$ cat src/rtl/cache_pkg.sv
`default_nettype none
// ============================================================================
// Module      : cache_pkg
// Description : Shared definitions for the cache and its DDR2 refill path.
//               Holds the address and line widths, the offset/index/tag
//               split, the DDR2 app-interface command codes and the refill
//               state encoding.
// Revision    : 1.0 - initial release
// ============================================================================
package cache_pkg;

    localparam int ADDR_W   = 27;    // byte address width
    localparam int LINE_W   = 128;   // cache line width in bits
    localparam int OFFSET_W = 4;     // byte offset inside a 16-byte line
    localparam int INDEX_W  = 10;    // set index width
    localparam int TAG_W    = 13;    // tag width (ADDR_W - INDEX_W - OFFSET_W)

    localparam logic [2:0] CMD_WRITE = 3'b000;
    localparam logic [2:0] CMD_READ  = 3'b001;

    typedef enum logic [2:0] {
        ST_IDLE    = 3'd0,
        ST_WB_DATA = 3'd1,
        ST_WB_CMD  = 3'd2,
        ST_RD_CMD  = 3'd3,
        ST_RD_WAIT = 3'd4,
        ST_DONE    = 3'd5
    } refill_state_t;

endpackage
`default_nettype wire

$ cat src/rtl/refill_timeout.sv
`default_nettype none
// ============================================================================
// Module      : refill_timeout
// Description : Read-wait watchdog. Counts the cycles during which i_en is
//               high and flags o_expired in the TIMEOUT_CYCLES-th such cycle.
//               The count restarts from zero whenever i_en drops.
// Ports       : clk, rst      - clock, synchronous active-high reset
//               i_en          - high while the refill FSM waits for read data
//               o_expired     - high in the last allowed wait cycle
// Revision    : 1.0 - initial release
// ============================================================================
module refill_timeout #(
    parameter int TIMEOUT_CYCLES = 1024
) (
    input  logic clk,
    input  logic rst,
    input  logic i_en,
    output logic o_expired
);

    localparam int c_CNT_W = $clog2(TIMEOUT_CYCLES + 1);

    logic [c_CNT_W-1:0] r_cnt;

    // The first wait cycle sees r_cnt == 0, so the limit is hit when the
    // count equals TIMEOUT_CYCLES-1; the FSM then leaves the wait state on
    // that edge, giving exactly TIMEOUT_CYCLES cycles of waiting.
    assign o_expired = i_en && (r_cnt == c_CNT_W'(TIMEOUT_CYCLES - 1));

    always_ff @(posedge clk) begin
        if (rst || !i_en) begin
            r_cnt <= '0;
        end else if (!o_expired) begin
            r_cnt <= r_cnt + c_CNT_W'(1);
        end
    end

endmodule
`default_nettype wire

$ cat src/rtl/cache_refill.sv
`default_nettype none
// ============================================================================
// Module      : cache_refill
// Description : Cache miss handler for a DDR2 app interface. Latches a miss,
//               optionally writes back the dirty victim line (data beat, then
//               write command), issues the read command, captures the
//               returned line and pulses refill_valid for one cycle.
// Ports       : clk, rst                - clock, synchronous active-high reset
//               miss_* / victim_*       - miss request from the cache
//               req_ready               - high while idle
//               refill_valid/addr/data  - one-cycle line delivery
//               refill_err              - read timed out (sticky until next miss)
//               app_*                   - DDR2 command / write / read channels
// Options     : CACHE_REFILL_TIMEOUT_EN - enables the read-wait watchdog;
//               without it the read wait is unbounded and refill_err is 0.
// Revision    : 1.0 - initial release
// ============================================================================
module cache_refill #(
    parameter int ADDR_W         = cache_pkg::ADDR_W,
    parameter int LINE_W         = cache_pkg::LINE_W,
    parameter int TIMEOUT_CYCLES = 1024
) (
    input  logic              clk,
    input  logic              rst,
    // cache side
    input  logic              miss_req,
    input  logic [ADDR_W-1:0] miss_addr,
    input  logic              miss_dirty,
    input  logic [ADDR_W-1:0] victim_addr,
    input  logic [LINE_W-1:0] victim_data,
    output logic              req_ready,
    output logic              refill_valid,
    output logic [ADDR_W-1:0] refill_addr,
    output logic [LINE_W-1:0] refill_data,
    output logic              refill_err,
    // DDR2 side
    output logic              app_en,
    output logic [2:0]        app_cmd,
    output logic [ADDR_W-1:0] app_addr,
    input  logic              app_rdy,
    output logic              app_wdf_wren,
    output logic              app_wdf_end,
    output logic [LINE_W-1:0] app_wdf_data,
    input  logic              app_wdf_rdy,
    input  logic [LINE_W-1:0] app_rd_data,
    input  logic              app_rd_data_valid
);

    import cache_pkg::*;

    // Clears the byte-offset bits so every DDR access is line aligned.
    localparam logic [ADDR_W-1:0] c_LINE_MASK =
        {{(ADDR_W - OFFSET_W){1'b1}}, {OFFSET_W{1'b0}}};

    if (TIMEOUT_CYCLES < 1) begin : g_bad_timeout_cycles
        $error("cache_refill: TIMEOUT_CYCLES must be at least 1");
    end

    refill_state_t     r_state;
    logic [ADDR_W-1:0] r_miss_addr;
    logic [ADDR_W-1:0] r_victim_addr;
    logic [LINE_W-1:0] r_victim_data;
    logic              w_timeout;
    logic              w_in_rd_wait;

    assign w_in_rd_wait = (r_state == ST_RD_WAIT);
    assign app_wdf_data = r_victim_data;

`ifdef CACHE_REFILL_TIMEOUT_EN
    logic r_err;

    refill_timeout #(
        .TIMEOUT_CYCLES (TIMEOUT_CYCLES)
    ) u_refill_timeout (
        .clk       (clk),
        .rst       (rst),
        .i_en      (w_in_rd_wait),
        .o_expired (w_timeout)
    );

    assign refill_err = r_err;
`else
    assign w_timeout  = 1'b0;
    assign refill_err = 1'b0;
`endif

    // All outputs are registered and updated on the edge that enters a
    // state, so they are valid for the whole time the state is held and
    // cannot change while a DDR handshake is stalled.
    always_ff @(posedge clk) begin
        if (rst) begin
            r_state       <= ST_IDLE;
            r_miss_addr   <= '0;
            r_victim_addr <= '0;
            r_victim_data <= '0;
            req_ready     <= 1'b1;
            app_en        <= 1'b0;
            app_cmd       <= CMD_WRITE;
            app_addr      <= '0;
            app_wdf_wren  <= 1'b0;
            app_wdf_end   <= 1'b0;
            refill_valid  <= 1'b0;
            refill_addr   <= '0;
            refill_data   <= '0;
`ifdef CACHE_REFILL_TIMEOUT_EN
            r_err         <= 1'b0;
`endif
        end else begin
            refill_valid <= 1'b0;

            case (r_state)
                ST_IDLE: begin
                    if (miss_req) begin
                        r_miss_addr   <= miss_addr & c_LINE_MASK;
                        r_victim_addr <= victim_addr & c_LINE_MASK;
                        r_victim_data <= victim_data;
                        req_ready     <= 1'b0;
`ifdef CACHE_REFILL_TIMEOUT_EN
                        r_err         <= 1'b0;
`endif
                        if (miss_dirty) begin
                            r_state      <= ST_WB_DATA;
                            app_wdf_wren <= 1'b1;
                            app_wdf_end  <= 1'b1;
                        end else begin
                            r_state  <= ST_RD_CMD;
                            app_en   <= 1'b1;
                            app_cmd  <= CMD_READ;
                            app_addr <= miss_addr & c_LINE_MASK;
                        end
                    end
                end

                // Single-beat line: the data beat is also the last beat.
                ST_WB_DATA: begin
                    if (app_wdf_rdy) begin
                        r_state      <= ST_WB_CMD;
                        app_wdf_wren <= 1'b0;
                        app_wdf_end  <= 1'b0;
                        app_en       <= 1'b1;
                        app_cmd      <= CMD_WRITE;
                        app_addr     <= r_victim_addr;
                    end
                end

                // app_en stays high straight into the read command.
                ST_WB_CMD: begin
                    if (app_rdy) begin
                        r_state  <= ST_RD_CMD;
                        app_cmd  <= CMD_READ;
                        app_addr <= r_miss_addr;
                    end
                end

                ST_RD_CMD: begin
                    if (app_rdy) begin
                        r_state <= ST_RD_WAIT;
                        app_en  <= 1'b0;
                    end
                end

                // Returned data wins over a timeout in the same cycle.
                ST_RD_WAIT: begin
                    if (app_rd_data_valid) begin
                        r_state      <= ST_DONE;
                        refill_data  <= app_rd_data;
                        refill_addr  <= r_miss_addr;
                        refill_valid <= 1'b1;
                    end else if (w_timeout) begin
                        r_state      <= ST_DONE;
                        refill_addr  <= r_miss_addr;
                        refill_valid <= 1'b1;
`ifdef CACHE_REFILL_TIMEOUT_EN
                        r_err        <= 1'b1;
`endif
                    end
                end

                ST_DONE: begin
                    r_state   <= ST_IDLE;
                    req_ready <= 1'b1;
                end

                default: begin
                    r_state   <= ST_IDLE;
                    req_ready <= 1'b1;
                    app_en    <= 1'b0;
                end
            endcase
        end
    end

endmodule
`default_nettype wire
$ cat config.mk
export PLATFORM = sky130hd
export DESIGN_NAME = cache_refill
export DESIGN_NICKNAME = d
export VERILOG_FILES = /design/src/rtl/cache_pkg.sv /design/src/rtl/refill_timeout.sv /design/src/rtl/cache_refill.sv
export SDC_FILE = /design/constraint.sdc
export NUM_CORES = 1
export LEC_CHECK = 0
export ABC_AREA = 1
export CAP_MARGIN = 10
export CORE_AREA = 2 2 245 247
export DETAILED_ROUTE_END_ITERATION = 8
export DIE_AREA = 0 0 247 249
export GPL_ROUTABILITY_DRIVEN = 0
export PLACE_DENSITY = 0.48
export SLEW_MARGIN = 25
export SYNTH_ARGS = -nofsm -noshare
export SYNTH_HDL_FRONTEND = slang
export SYNTH_SLANG_ARGS = --single-unit
$ cat constraint.sdc
create_clock -name clk -period 1.7 [get_ports clk]
set_input_delay 0.34 -clock clk [delete_from_list [all_inputs] [get_ports clk]]
set_output_delay 0.34 -clock clk [all_outputs]
set_load 0.1 [all_outputs]
==> results.sh <==
export IMPL_netlist_instances=1750
export IMPL_reg2reg_to="app_addr[25]$_SDFFE_PP0P_"
export IMPL_grt_overflow=0
export IMPL_reg2regPathDepth=10
export IMPL_ant_nets=0
export IMPL_htree_num_levels=2
export IMPL_synth_area_sq_mm=0.0133
export IMPL_cpMaxStageDelayCell="dfxtp_1"
export IMPL_r2r_slack_ps=140
export IMPL_critPathBufInv=2
export IMPL_clkSinkCount=356
export IMPL_clock_latency_ps=560
export IMPL_worstSetupEndpointType="register"
export IMPL_synth_top_family_by_area="compound AO/OA/AOI/OAI gates"
export IMPL_status="finished, final reports clean"
export IMPL_wire_per_inst_um=17.1
export IMPL_crit_fanout=22
export IMPL_min_period_over_period=0.919
export IMPL_nNetsFinal=2687
export IMPL_slew_viol_final=0
export IMPL_r2r_start="r_state[2]$_SDFFE_PP0P_"
export IMPL_cap_violations=0
export IMPL_rsz0062_at_grt="false"
export IMPL_vias=13600
export IMPL_post_cts_buffers=0
export IMPL_clk_pin_slew_worst_paths_ps=50
export IMPL_drc=0
export IMPL_grt_pass1_wl_um=81800
export IMPL_critPathArrivalTime_ps=2020
export IMPL_cp_start_kind="register"
export IMPL_synth_compound_area_frac=0.192
export IMPL_cts_made_buffers=44
export IMPL_die_h_um=249
export IMPL_internal_power_mw=26.5
export IMPL_antenna_found_initial=12
export IMPL_clockPowerShare=0.194
export IMPL_ios=636
export IMPL_ys_top_cells_by_area="dfxtp_1 54%, o21ai_0 12%, nor2_1 12%"
export IMPL_mostFrequentLayoutCell="nor2_1"
export IMPL_layout_drive_gt1_share=0.199
export IMPL_grt_pass1_vias=13300
export IMPL_finalCriticalPeriod_ps=1560
export IMPL_ys_ff_latch=356
export IMPL_p_switching_mw=24.5
export IMPL_coreArea_sq_mm=0.0587
export IMPL_start_util=0.226
export IMPL_total_power_mw=51.0
export IMPL_holdPathEnd="r_miss_addr[17]$_SDFFE_PP0P_"
export IMPL_track_usage=0.172
export IMPL_synth_mux_area_frac=0
export IMPL_synth_seq_area_share=0.537
export IMPL_post_synth_top_area_cell="dfxtp_1"
export IMPL_hp_class="input pin to register"
export IMPL_die_area_sq_mm=0.0615
export IMPL_num_rows=89
export IMPL_synth_top_area_frac=0.537
export IMPL_syn2layout_area_growth_pct=91.6
export IMPL_power_frac_seq=0.249
export IMPL_synthXorXnorAreaFrac=0
export IMPL_setup_viol=0
export IMPL_p_sw_frac=0.480
export IMPL_path_cells="buf_4 -> nor2_2 -> nand2_1 -> nand2_2 -> buf_12 -> nor2_1 -> nor2_1 -> nand2_1 -> nand2_1 -> nor2_1"
export IMPL_grt_max_degree=58
export IMPL_synth_simple_gate_area_share=0.166
export IMPL_worst_path_largest_cell_delay_ps=330
export IMPL_cp_required_ps=2160
export IMPL_post_place_ws_ps=-248
export IMPL_p_per_area_mw_per_mm2=2010
export IMPL_power_frac_comb=0.556
export IMPL_post_synth_cell_area_avg_sq_um=7.58
export IMPL_hold_start="miss_addr[17]"
export IMPL_layout_common_cells="410 x nor2_1, 355 x dfxtp_1, 336 x buf_12"
export IMPL_hold_violations=0
export IMPL_yosysWarnings=0
export IMPL_drtIter0Drc=539
export IMPL_skew_ps=11.6
export IMPL_cts_tree="built"
export IMPL_fmax_mhz=640
export IMPL_root_buffer="clkbuf_16"
export IMPL_critical_path_top_delay_family="simple AND/OR/NAND/NOR gates"
export IMPL_peakVddDrop_uv=1190
export IMPL_cts_hold_buf=0
export IMPL_die_w_um=247
export IMPL_first_pass_iters=4
export IMPL_layout_setup_ws_ps=138
export IMPL_p_leak_nw=10.4
export IMPL_finalWirelength_um=54200
export IMPL_critical_path_class="register to register"
export IMPL_portBuffers=616
export IMPL_clock_path_buffers=3
export IMPL_detailed_place_hpwl_um=41700
export IMPL_synth_fa_ha_area_frac=0
export IMPL_hold_depth=3
export IMPL_synth_cell_type_count=22
export IMPL_avgViaCountPerCell=4.28
worst max-delay path by stage:
stage,startpoint,to,slack (ps),cells after the start
after detailed placement,miss_req,app_wdf_data[48]$_SDFFE_PP0P_,-250,7
after global routing,r_state[1]$_SDFFE_PP0P_,r_victim_addr[18]$_SDFFE_PP0P_,20,7
after CTS,r_state[0]$_SDFFE_PP0P_,app_wdf_data[48]$_SDFFE_PP0P_,9,7
after global placement,miss_req,app_wdf_data[48]$_SDFFE_PP0P_,-220,7
after floorplan,r_state[2]$_SDFFE_PP0P_,req_ready$_SDFFE_PP1P_,250,9
final,r_state[2]$_SDFFE_PP0P_,app_addr[25]$_SDFFE_PP0P_,140,10
tightest hold or removal path: stages:
cell             delay [ps]
clkdlybuf4s50_1         390
inv_1                    70
a21oi_1                  60
cell usage after synthesis (all sizes together):
cell	instances
clkbuf	71
nand3	58
inv	190
conb	1
nor2	414
a21oi	177
nand2	83
nand4	1
o211ai	2
a31oi	1
dfxtp	356
o21ai	327
buf	69
state kept, by name (all words and copies together) (netlist names):
name	count
app_wdf_data	128
refill_data	128
app_addr	23
r_miss_addr	23
r_victim_addr	23
refill_addr	23
r_state	3
app_cmd	1
app_en	1
app_wdf_end	1
refill_valid	1
req_ready	1
per-stage QoR:
stage               TNS [ps]  instance area [sq um]   util  cells  hold slack [ps]
CTS                        0                  25400  0.433   3173              309
floorplan                  0                  13300      -   1760              412
global route               0                  25400  0.433   3176              326
finish                     0                  25400  0.433   3176              349
global placement      -27030                  23900  0.407   3097              466
detailed placement    -37120                  23900  0.407   3097              471
layout make-up:
type	count	area [sq um]
diodes	3	7.51
repair buffers	704	10300
fillers	5646	33300
clock inverters	15	233
multi-input cells	1074	4800
flip-flops and latches	356	7130
inverters	190	726
clock buffers	61	1290
well taps	773	967
timing repair:
action | CTS | global route
endpoints found under the setup margin | 0 | 27
hold endpoints to repair | 0 | 0
resized for setup | 0 | 1
cells by family (layout without fill, tap and decap cells):
family                 count (synthesis)  in the layout
DFF                                  356            356
and+or+nand+nor                      556            556
AOI/OAI and AO/OA                    507            507
buffers and inverters                330            970
other                                  1             14
metal layers:
layer / vias up / routed length, um / part of all wire / GRT usage
li1: 6811 / - / - / -
met5: - / 103 / 0.0019 / 0
met4: 16 / 1220 / 0.023 / 0.0482
met1: 6169 / 21300 / 0.39 / 0.198
met3: 90 / 5580 / 0.10 / 0.0672
met2: 497 / 26000 / 0.48 / 0.292
power by group through the flow:
stage | logic, mW | clock network [mW] | registers [mW]
2_1_floorplan | 4.92 | 0 | 24.6
3_3_place_gp | 28.5 | 0 | 12.8
3_5_place_dp | 28.6 | 0 | 12.9
4_1_cts | 28.6 | 10.2 | 12.7
5_1_grt | 29.6 | 10.6 | 13.0
6_report | 28.4 | 9.91 | 12.7
No activity file was read; power rests on OpenSTA's default activity.
